## src/rtl/trigsnd_arb.sv

```systemverilog
// trigsnd_arb: round-robin arbiter that shares one serial trigger line among
// NREQ token requesters. A granted token is sent as a framed word, LSB first:
// start(1), token, odd parity, stop(0). Each bit lasts TOKEN_CLKDIV clocks,
// and every frame is followed by at least GAP_BITS idle bit periods.
module trigsnd_arb #(
  parameter int TOKEN_CLKDIV = 4,
  parameter int TOKEN_LENGTH = 10,
  parameter int NREQ         = 4,
  parameter int GAP_BITS     = 1
) (
  input  logic                         clk,
  input  logic                         rst_n,
  input  logic [NREQ-1:0]              req,
  input  logic [NREQ*TOKEN_LENGTH-1:0] tok_in,
  input  logic                         inhibit,
  output logic [NREQ-1:0]              ack,
  output logic [2:0]                   cur_src,
  output logic                         busy,
  output logic                         tok_sent,
  output logic                         ser_trig
);

  localparam logic [1:0] ST_IDLE = 2'd0;
  localparam logic [1:0] ST_SEND = 2'd1;
  localparam logic [1:0] ST_GAP  = 2'd2;

  // Frame is start + token + parity + stop; the start bit goes straight onto
  // the line, so the shift register only holds the remaining bits.
  localparam int FW = TOKEN_LENGTH + 3;

  logic [1:0]                             state;
  logic [2:0]                             ptr;
  logic [3:0]                             div;
  logic [3:0]                             bit_cnt;
  logic [7:0]                             gap_cnt;
  logic [FW-2:0]                          sreg;

  logic [NREQ-1:0][TOKEN_LENGTH-1:0]      tok_arr;
  logic                                   gnt_vld;
  logic [2:0]                             gnt_idx;
  logic [NREQ-1:0]                        gnt_oh;
  logic [TOKEN_LENGTH-1:0]                gnt_tok;
  logic                                   hi_vld;
  logic [2:0]                             hi_idx;
  logic [2:0]                             lo_idx;

  assign tok_arr = tok_in;

  // Round robin: lowest set req above the pointer wins; otherwise wrap to the
  // lowest set req overall (which may be the pointer itself).
  always_comb begin
    hi_vld  = 1'b0;
    hi_idx  = '0;
    lo_idx  = '0;
    gnt_vld = 1'b0;
    for (int i = NREQ - 1; i >= 0; i--) begin
      if (req[i]) begin
        gnt_vld = 1'b1;
        lo_idx  = 3'(i);
        if (i > int'(ptr)) begin
          hi_vld = 1'b1;
          hi_idx = 3'(i);
        end
      end
    end
    gnt_idx = hi_vld ? hi_idx : lo_idx;
  end

  // One-hot grant and token of the winning requester.
  always_comb begin
    gnt_oh  = '0;
    gnt_tok = '0;
    for (int i = 0; i < NREQ; i++) begin
      if (gnt_idx == 3'(i)) begin
        gnt_oh[i] = 1'b1;
        gnt_tok   = tok_arr[i];
      end
    end
  end

  // Arbitration, bit timing, framing and inter-frame gap.
  always_ff @(posedge clk or negedge rst_n) begin
    if (!rst_n) begin
      state    <= ST_IDLE;
      ptr      <= 3'(NREQ - 1);
      cur_src  <= 3'(NREQ - 1);
      ack      <= '0;
      busy     <= 1'b0;
      tok_sent <= 1'b0;
      ser_trig <= 1'b0;
      div      <= '0;
      bit_cnt  <= '0;
      gap_cnt  <= '0;
      sreg     <= '0;
    end else begin
      ack      <= '0;
      tok_sent <= 1'b0;
      case (state)
        ST_IDLE: begin
          if (!inhibit && gnt_vld) begin
            ack      <= gnt_oh;
            cur_src  <= gnt_idx;
            ptr      <= gnt_idx;
            // Remaining bits after start: token, odd parity, stop(0) on top.
            sreg     <= {1'b0, ~^gnt_tok, gnt_tok};
            ser_trig <= 1'b1;
            busy     <= 1'b1;
            div      <= 4'(TOKEN_CLKDIV - 1);
            bit_cnt  <= 4'(FW - 1);
            state    <= ST_SEND;
          end
        end
        ST_SEND: begin
          if (div != 4'd0) begin
            div <= div - 4'd1;
          end else if (bit_cnt == 4'd0) begin
            // Stop bit has just finished its last clock.
            tok_sent <= 1'b1;
            ser_trig <= 1'b0;
            gap_cnt  <= 8'(GAP_BITS * TOKEN_CLKDIV - 1);
            state    <= ST_GAP;
          end else begin
            ser_trig <= sreg[0];
            sreg     <= {1'b0, sreg[FW-2:1]};
            bit_cnt  <= bit_cnt - 4'd1;
            div      <= 4'(TOKEN_CLKDIV - 1);
          end
        end
        ST_GAP: begin
          if (gap_cnt != 8'd0) begin
            gap_cnt <= gap_cnt - 8'd1;
          end else begin
            busy  <= 1'b0;
            state <= ST_IDLE;
          end
        end
        default: begin
          busy     <= 1'b0;
          ser_trig <= 1'b0;
          state    <= ST_IDLE;
        end
      endcase
    end
  end

endmodule

```

## config.mk

```make
export PLATFORM = sky130hd
export DESIGN_NAME = trigsnd_arb
export DESIGN_NICKNAME = d
export VERILOG_FILES = /design/src/rtl/trigsnd_arb.sv
export SDC_FILE = /design/constraint.sdc
export NUM_CORES = 1
export LEC_CHECK = 0
export CORE_UTILIZATION = 46
export CTS_BUF_LIST = sky130_fd_sc_hd__clkbuf_8
export DETAILED_ROUTE_END_ITERATION = 10
export GPL_TIMING_DRIVEN = 0
export PLACE_DENSITY = 0.88
export SLEW_MARGIN = 20
export SYNTH_ARGS = -nofsm -noshare
export SYNTH_HDL_FRONTEND = slang
export SYNTH_SLANG_ARGS = --single-unit
```

## constraint.sdc

```tcl
create_clock -name clk -period 2.1 [get_ports clk]
set_input_delay 0.315 -clock clk [delete_from_list [all_inputs] [get_ports clk]]
set_output_delay 0.315 -clock clk [all_outputs]
set_load 0.05 [all_outputs]
```

==> impl_metrics.env, run 1 <==
export IMPL_fillers=388
export IMPL_number_of_clock_buffers_inserted_by_tritoncts=5
export IMPL_max_slew_margin_rel_pct=49.19
export IMPL_wire_per_inst_um=14.85
export IMPL_critPathMaxFanout=10
export IMPL_clock_sinks=38
export IMPL_drt_iter0_drc=115
export IMPL_route_detailed_vias_per_inst=5.466
export IMPL_io_pin_count=57
export IMPL_finalWorstSetupSlack_ns=-0.3265
export IMPL_number_of_global_route_vias_before_repair=2277
export IMPL_synth_adder_area_share_pct=2.654
export IMPL_crit_path_dat_ns=2.60
export IMPL_regToRegEndpoint="sreg[10]"
export IMPL_synth_yosys_seq_area_share_pct=40.45
export IMPL_post_synth_main_area_contributors="sky130_fd_sc_hd__dfrtp_1, sky130_fd_sc_hd__nand2_1, sky130_fd_sc_hd__mux2i_1, sky130_fd_sc_hd__xnor2_1, sky130_fd_sc_hd__o21ai_0"
export IMPL_syn_inst=271
export IMPL_totalWireLength_mm=6.090
export IMPL_crit_start="ptr[0]"
export IMPL_violations="negative setup slack"
export IMPL_totalPowerFinal_mw=3.800
export IMPL_finalNetCount=394
export IMPL_die_height_um=73.59
export IMPL_place_inst=392
export IMPL_drt_pass1_iterations=5
export IMPL_ys_warnings_count=0
export IMPL_clock_power_share_pct=14.0
export IMPL_grt_overflow=0
export IMPL_busiest_layer="met2"
export IMPL_detail_route_drc_violations=0
export IMPL_cts_path_max_buffers=2
export IMPL_grt_use_total_pct=24.78
export IMPL_cap_viol_max_count=0
export IMPL_globalRouteMet1Util_pct=28.65
export IMPL_hold_viol=0
export IMPL_worstSetupStartpointType="flip-flop"
export IMPL_timing_critical_path_required_ns=2.28
export IMPL_syn_cell_area_um2=2357
export IMPL_die_width_um=73.59
export IMPL_cts_tree="built"
export IMPL_dpl_worst_slack_ns=-0.8161
export IMPL_timing_max_transition_violations_final=0
export IMPL_cellPowerDensity_nw_per_um2=1129
export IMPL_synth_compound_gate_area_share_pct=16.08
export IMPL_placement_io_buffers=53
export IMPL_grt_setup_unrepaired="true"
export IMPL_total_of_endpoints_with_negative_setup_slack_in_the_final_report=1
export IMPL_multi_input_comb_area_um2=1468
export IMPL_max_clock_freq_mhz=412.1
export IMPL_synth_xor_area_share_pct=9.289
export IMPL_final_min_clock_period_ns=2.427
export IMPL_area_growth_from_synthesis_to_layout_pct=42.73
export IMPL_met2_layer_usage_reported_by_global_route_pct=43.83
export IMPL_switching_power_mw=1.590
export IMPL_grt_antenna_before_repair=0
export IMPL_core_region_area_um2=4817
export IMPL_post_synth_and_or_nand_nor_area_fraction_pct=19.53
export IMPL_share_seq_of_total_power_pct=31.7
export IMPL_synth_largest_type_area_fraction_pct=38.22
export IMPL_cts_htree_levels=2
export IMPL_dp_hpwl_mm=4.414
export IMPL_regToRegStartpoint="ptr[0]"
export IMPL_leakagePower_nw=1.402
export IMPL_worst_r2r_setup_slack_ns=-0.33
export IMPL_timing_worst_slew_pin_value_ns=0.7563
export IMPL_clk_insertion_delay_late_ns=0.30
export IMPL_grt_start_max_net_pins=29
export IMPL_grt_pass1_wl_mm=10.09
export IMPL_switching_share_pct=41.84
export IMPL_fin_tns_setup_ns=-0.3265
export IMPL_cell_internal_pwr_mw=2.210
export IMPL_post_synth_top_area_cell="sky130_fd_sc_hd__dfrtp_1"
export IMPL_antenna_cells_inserted=0
export IMPL_layout_cell_share_with_drive_strength_beyond_1_pct=19.53
export IMPL_share_comb_of_total_power_pct=54.3
export IMPL_timing_clock_skew_ns=0.008408
export IMPL_outcome="finished with violations"
export IMPL_power_ir_vdd_worst_v=0.0004916
export IMPL_use_met3_pct=4.938
export IMPL_gpl_final_weighted_congestion=0.8430
export IMPL_synth_avg_cell_area_um2=8.698
export IMPL_die_area_um2=5415
export IMPL_worstHoldPathType="primary input to async pin"
export IMPL_critPathKind="flip-flop to flip-flop"
export IMPL_clkSlewWorstSetupHoldPaths_ns=0.08
export IMPL_synthMuxAreaShare_pct=7.696
export IMPL_core_utilization_of_the_finished_layout_pct=69.84
export IMPL_layoutNonFillerInstCount=410
export IMPL_worst_r2r_cell_count=10
export IMPL_cts_root_buf="sky130_fd_sc_hd__clkbuf_8"
export IMPL_worstSetupEndpointType="flip-flop"
export IMPL_postSynthRegisterBits=38
export IMPL_row_count=25
export IMPL_start_util_pct=48.94
export IMPL_ff_latch_area_um2=963.4
export IMPL_mappedNetlistNets=323
export IMPL_num_vias=2241
export IMPL_synth_top_family_by_area="simple AND/OR/NAND/NOR gates"
export IMPL_fin_crit_sh_pct=115.5
export IMPL_netlist_cell_type_count=44
export IMPL_route_antenna_remaining_nets=0
[worst max-delay path by stage]
stage,depth (start not counted),slack [ns],endpoint
after floorplan,10,-0.20,sreg[10]
after global placement,11,-0.76,sreg[10]
after detailed placement,11,-0.82,sreg[10]
after CTS,10,-0.33,sreg[10]
after global routing,10,-0.42,sreg[10]
final,10,-0.33,sreg[10]
[critical path: stages, from the launching register on]
cell	delay, ns
sky130_fd_sc_hd__dfstp_4	0.50
sky130_fd_sc_hd__or3b_4	0.44
sky130_fd_sc_hd__o221a_4	0.17
sky130_fd_sc_hd__buf_8	0.15
sky130_fd_sc_hd__a22oi_2	0.17
sky130_fd_sc_hd__mux2i_2	0.12
sky130_fd_sc_hd__xnor2_1	0.18
sky130_fd_sc_hd__xnor2_1	0.16
sky130_fd_sc_hd__xnor2_1	0.18
sky130_fd_sc_hd__xnor2_1	0.15
sky130_fd_sc_hd__o21ai_1	0.09
[layout make-up]
class	count	area share [%]
multi-input cells	211	43.62
inverters	8	0.8925
clock inverters	2	0.2603
well taps	67	2.492
plain buffers	12	2.492
flip-flops and latches	38	28.64
repair buffers	66	19.15
clock buffers	6	2.454
[synthesized netlist by cell type]
master and instances:
sky130_fd_sc_hd__nor4_1 2, sky130_fd_sc_hd__nand3b_1 1, sky130_fd_sc_hd__buf_2 3, sky130_fd_sc_hd__o211ai_2 1, sky130_fd_sc_hd__or3b_4 1, sky130_fd_sc_hd__buf_4 1, sky130_fd_sc_hd__o31ai_1 1, sky130_fd_sc_hd__dfrtp_1 36
sky130_fd_sc_hd__a221o_1 1, sky130_fd_sc_hd__nor2_1 25, sky130_fd_sc_hd__or2_2 2, sky130_fd_sc_hd__xor2_1 9, sky130_fd_sc_hd__nor3_1 5, sky130_fd_sc_hd__a21oi_1 9, sky130_fd_sc_hd__o22a_1 2, sky130_fd_sc_hd__nor3b_1 1
sky130_fd_sc_hd__ha_1 5, sky130_fd_sc_hd__o21ai_1 4, sky130_fd_sc_hd__nand3_1 4, sky130_fd_sc_hd__mux2_2 1, sky130_fd_sc_hd__conb_1 1, sky130_fd_sc_hd__o221ai_2 1, sky130_fd_sc_hd__o211ai_1 1, sky130_fd_sc_hd__inv_1 8
sky130_fd_sc_hd__and2_1 3, sky130_fd_sc_hd__clkbuf_1 9, sky130_fd_sc_hd__and3_1 1, sky130_fd_sc_hd__nand2b_1 2, sky130_fd_sc_hd__buf_6 1, sky130_fd_sc_hd__o21ai_0 20, sky130_fd_sc_hd__or3_1 1, sky130_fd_sc_hd__mux2i_1 17
sky130_fd_sc_hd__a211oi_1 1, sky130_fd_sc_hd__a22oi_1 5, sky130_fd_sc_hd__a31oi_1 4, sky130_fd_sc_hd__o22ai_1 3, sky130_fd_sc_hd__a22o_1 1, sky130_fd_sc_hd__or4_1 1, sky130_fd_sc_hd__o221a_4 1, sky130_fd_sc_hd__dfstp_2 2
sky130_fd_sc_hd__nor2b_1 5, sky130_fd_sc_hd__xnor2_1 16, sky130_fd_sc_hd__nand2_1 50, sky130_fd_sc_hd__a311oi_1 3
[sequential cells by signal (all words and copies together) (netlist names)]
name	cells
sreg	11
gap_cnt	8
ack	4
bit_cnt	4
div	4
ptr	2
state	2
busy	1
ser_trig	1
tok_sent	1
[logic make-up (layout without fill, tap and decap cells)]
group                    count (synthesis)  count (layout)
XOR/XNOR                                25              25
adder cells (fa/ha/maj)                  5               5
AND/OR/NAND/NOR                        104             104
other                                    1               1
multiplexers                            18              18
flip-flops                              38              38
buffers and inverters                   22              94
AO/OA/AOI/OAI                           58              58
[what timing repair did]
item | 4_1_cts | 5_1_grt
pin swaps | 7 | 9
hold buffers | 1 | 0
gates resized for setup | 34 | 26
endpoints found under the setup margin | 26 | 13
gates cloned | 0 | 0
endpoints found under the hold margin | 10 | 0
setup buffers | 6 | 5
[cell usage in the layout (no fill, tap or decap), types with 5 or more instances in the layout]
| cell type | instances |
|---|---|
| sky130_fd_sc_hd__o21ai_1 | 8 |
| sky130_fd_sc_hd__clkbuf_8 | 6 |
| sky130_fd_sc_hd__a21oi_1 | 7 |
| sky130_fd_sc_hd__dfrtp_1 | 34 |
| sky130_fd_sc_hd__xor2_1 | 9 |
| sky130_fd_sc_hd__nor2_1 | 24 |
| sky130_fd_sc_hd__nand2_1 | 49 |
| sky130_fd_sc_hd__xnor2_1 | 16 |
| sky130_fd_sc_hd__inv_1 | 9 |
| sky130_fd_sc_hd__ha_1 | 5 |
| sky130_fd_sc_hd__o21ai_0 | 12 |
| sky130_fd_sc_hd__buf_4 | 11 |
| sky130_fd_sc_hd__clkdlybuf4s50_1 | 48 |
| sky130_fd_sc_hd__mux2i_1 | 13 |
[through the flow]
stage | hold WS [ns] | instance area [µm²]
after detailed placement | 0.2064 | 3015
after CTS | 0.4235 | 3253
after floorplan | 0.01941 | 2386
after global routing | 0.4784 | 3364
after global placement | 0.4641 | 3000
final | 0.4288 | 3364
[metal layers]
layer	part of all wire, %	wire length, µm	vias to the layer above
met1	40	2426	1058
met2	52	3154	95
met5	0	0	-
met4	2.5	153	0
met3	5.8	355	17
li1	-	-	1071
[power by group through the flow]
stage	registers, mW	clock network, mW	logic (mW)
after floorplan	1.25	0	1.22
after global routing	1.23	0.556	2.25
after CTS	1.20	0.531	1.96
final	1.20	0.531	2.06
after detailed placement	1.20	0	1.76
after global placement	1.19	0	1.68
(Power assumes the default switching activity.)
==> run 2: changes to the inputs <==
Settings changed: CORE_MARGIN set to 1.5, SKIP_CTS_REPAIR_TIMING set to 1.
==> run 2 against run 1 <==
Compared with the run above:
- the flow still finishes with violations (negative setup slack)
- maximum frequency fell by 1.9%
- clock skew about the same
- register-to-register slack got worse by 0.05 ns
==> impl_metrics.env, run 2 (synthesis gave the netlist of run 1 again) <==
export IMPL_outcome="finished with violations"
export IMPL_violations="negative setup slack"
export IMPL_crit_path_buf_inv_count=1
export IMPL_total_of_endpoints_with_negative_setup_slack_in_the_final_report=6
export IMPL_cellPowerDensity_nw_per_um2=1123
export IMPL_cell_internal_pwr_mw=2.216
export IMPL_worstHoldPathType="primary input to async pin"
export IMPL_grt_start_max_net_pins=28
export IMPL_cts_root_buf="sky130_fd_sc_hd__clkbuf_8"
export IMPL_top_register="sreg"
export IMPL_leakagePower_nw=1.445
export IMPL_route_detailed_vias_per_inst=5.397
export IMPL_switching_share_pct=41.70
export IMPL_layout_cell_share_with_drive_strength_beyond_1_pct=19.20
export IMPL_grt_overflow=0
export IMPL_totalWireLength_mm=5.966
export IMPL_switching_power_mw=1.585
export IMPL_number_of_global_route_vias_before_repair=2104
export IMPL_route_antenna_remaining_nets=0
export IMPL_globalRouteMet1Util_pct=26.02
export IMPL_use_met3_pct=4.607
export IMPL_grt_antenna_before_repair=0
export IMPL_final_common_cell="sky130_fd_sc_hd__nand2_1"
export IMPL_timing_critical_path_required_ns=2.27
export IMPL_placement_io_buffers=53
export IMPL_layout_cells_most_common_list="sky130_fd_sc_hd__nand2_1, sky130_fd_sc_hd__clkdlybuf4s50_1, sky130_fd_sc_hd__dfrtp_1"
export IMPL_fin_crit_sh_pct=117.7
export IMPL_number_of_clock_buffers_inserted_by_tritoncts=5
export IMPL_max_clock_freq_mhz=404.4
export IMPL_cpPeakStageDelay_ns=0.51
export IMPL_die_width_um=74.59
export IMPL_flip_flop_count_of_the_largest_register_all_copies_and_words_added=11
export IMPL_finalNetCount=400
export IMPL_cap_viol_max_count=0
export IMPL_die_area_um2=5563
export IMPL_fillers=368
export IMPL_core_utilization_of_the_finished_layout_pct=70.29
export IMPL_antenna_cells_inserted=0
export IMPL_timing_worst_slew_pin_value_ns=0.7859
export IMPL_layoutNonFillerInstCount=416
export IMPL_worstSetupStartpointType="flip-flop"
export IMPL_timing_max_transition_violations_final=0
export IMPL_critPathMaxFanout=6
export IMPL_crit_top_cell="sky130_fd_sc_hd__xnor2_1"
export IMPL_critPathKind="flip-flop to flip-flop"
export IMPL_share_comb_of_total_power_pct=54.9
export IMPL_wire_per_inst_um=14.34
export IMPL_final_min_clock_period_ns=2.473
export IMPL_worstPathCellList="or3b_4, o221a_4, buf_4, mux2i_1, mux2i_2, xnor2_1, xnor2_1, xnor2_1, xnor2_1, o21ai_1"
export IMPL_worstSetupEndpointType="flip-flop"
export IMPL_grt_use_total_pct=22.58
export IMPL_drt_pass1_iterations=4
export IMPL_share_seq_of_total_power_pct=31.5
export IMPL_grt_pass1_wl_mm=9.404
export IMPL_cts_htree_levels=2
export IMPL_crit_slowest_cell="sky130_fd_sc_hd__dfstp_4"
export IMPL_clock_power_share_pct=13.6
export IMPL_gpl_final_weighted_congestion=0.8838
export IMPL_fin_tns_setup_ns=-1.003
export IMPL_dpl_worst_slack_ns=-0.7970
export IMPL_hold_viol=0
export IMPL_detail_route_drc_violations=0
export IMPL_core_region_area_um2=4817
export IMPL_place_inst=392
export IMPL_met2_layer_usage_reported_by_global_route_pct=41.77
export IMPL_dp_hpwl_mm=4.384
export IMPL_finalWorstSetupSlack_ns=-0.3726
export IMPL_power_ir_vdd_worst_v=0.0004464
export IMPL_die_height_um=74.59
export IMPL_clkSlewWorstSetupHoldPaths_ns=0.08
export IMPL_grt_setup_unrepaired="true"
export IMPL_largestRegisters="sreg: 11 flops, gap_cnt: 8 flops"
export IMPL_drt_iter0_drc=73
export IMPL_clk_insertion_delay_late_ns=0.30
export IMPL_cts_path_max_buffers=2
export IMPL_timing_clock_skew_ns=0.007923
export IMPL_clock_sinks=38
export IMPL_busiest_layer="met2"
export IMPL_io_pin_count=57
export IMPL_crit_path_dat_ns=2.65
export IMPL_start_util_pct=48.94
export IMPL_fin_hold_ws_ns=0.4141
export IMPL_max_slew_margin_rel_pct=47.20
export IMPL_row_count=25
export IMPL_cts_tree="built"
export IMPL_cpLargestDelayFamily="XOR/XNOR gates"
export IMPL_num_vias=2245
export IMPL_area_growth_from_synthesis_to_layout_pct=43.63
-- run 2: cell count changes in the layout (fill, tap and decap cells not counted), sizes merged --
cell          previous run  this run
dlymetal6s2s             1         4
clkinv                   1         2
clkinvlp                 0         1
buf                     20        22
inv                      9         8
dlygate4sd2              3         0
clkbuf                  11        14
-- run 2: routing by layer --
metal	up-vias	share of wire [%]	wire length, µm
met1	1068	42	2514
met3	9	5.2	310
met4	0	1.5	92
met2	89	51	3048
li1	1079	-	-
met5	-	0	0
-- run 2: path summary, 6_finish.rpt --
path | start | to | slack [ns] | depth (start not counted)
setup reg to reg | ptr[1] | sreg[10] | -0.37 | 10
max in group asynchronous | rst_n | ptr[1] | 1.19 | 3
min in group clk | req[3] | ack[3] | 0.47 | 3
hold / removal | rst_n | busy | 0.41 | 2
setup / recovery | ptr[1] | sreg[10] | -0.37 | 10
hold reg to reg | sreg[5] | sreg[5] | 0.49 | 2
-- run 2: cell type report --
| cell class | count | area [µm²] | share of cell area, % |
|---|---|---|---|
| Buffer | 13 | 80.08 | 2.365 |
| Clock buffer | 5 | 68.82 | 2.033 |
| Clock inverter | 3 | 21.27 | 0.6282 |
| Inverter | 8 | 30.03 | 0.8869 |
| Multi-Input combinational cell | 211 | 1443 | 42.61 |
| Sequential cell | 38 | 963.4 | 28.46 |
| Tap cell | 67 | 83.83 | 2.476 |
| Timing Repair Buffer | 71 | 695.7 | 20.55 |
-- run 2: per-stage QoR --
| stage | power, mW | instance area, µm² |
|---|---|---|
| floorplan | 2.468 | 2386 |
| global placement | 2.855 | 3000 |
| detailed placement | 2.939 | 3015 |
| CTS | 3.466 | 3105 |
| global route | 4.049 | 3386 |
| finish | 3.801 | 3386 |
-- run 2: power by group through the flow --
stage	Combinational, mW	Clock, mW	Sequential (mW)
after CTS	1.75	0.527	1.19
after floorplan	1.22	0	1.25
after global routing	2.26	0.561	1.23
after global placement	1.67	0	1.18
final	2.09	0.517	1.20
after detailed placement	1.74	0	1.20
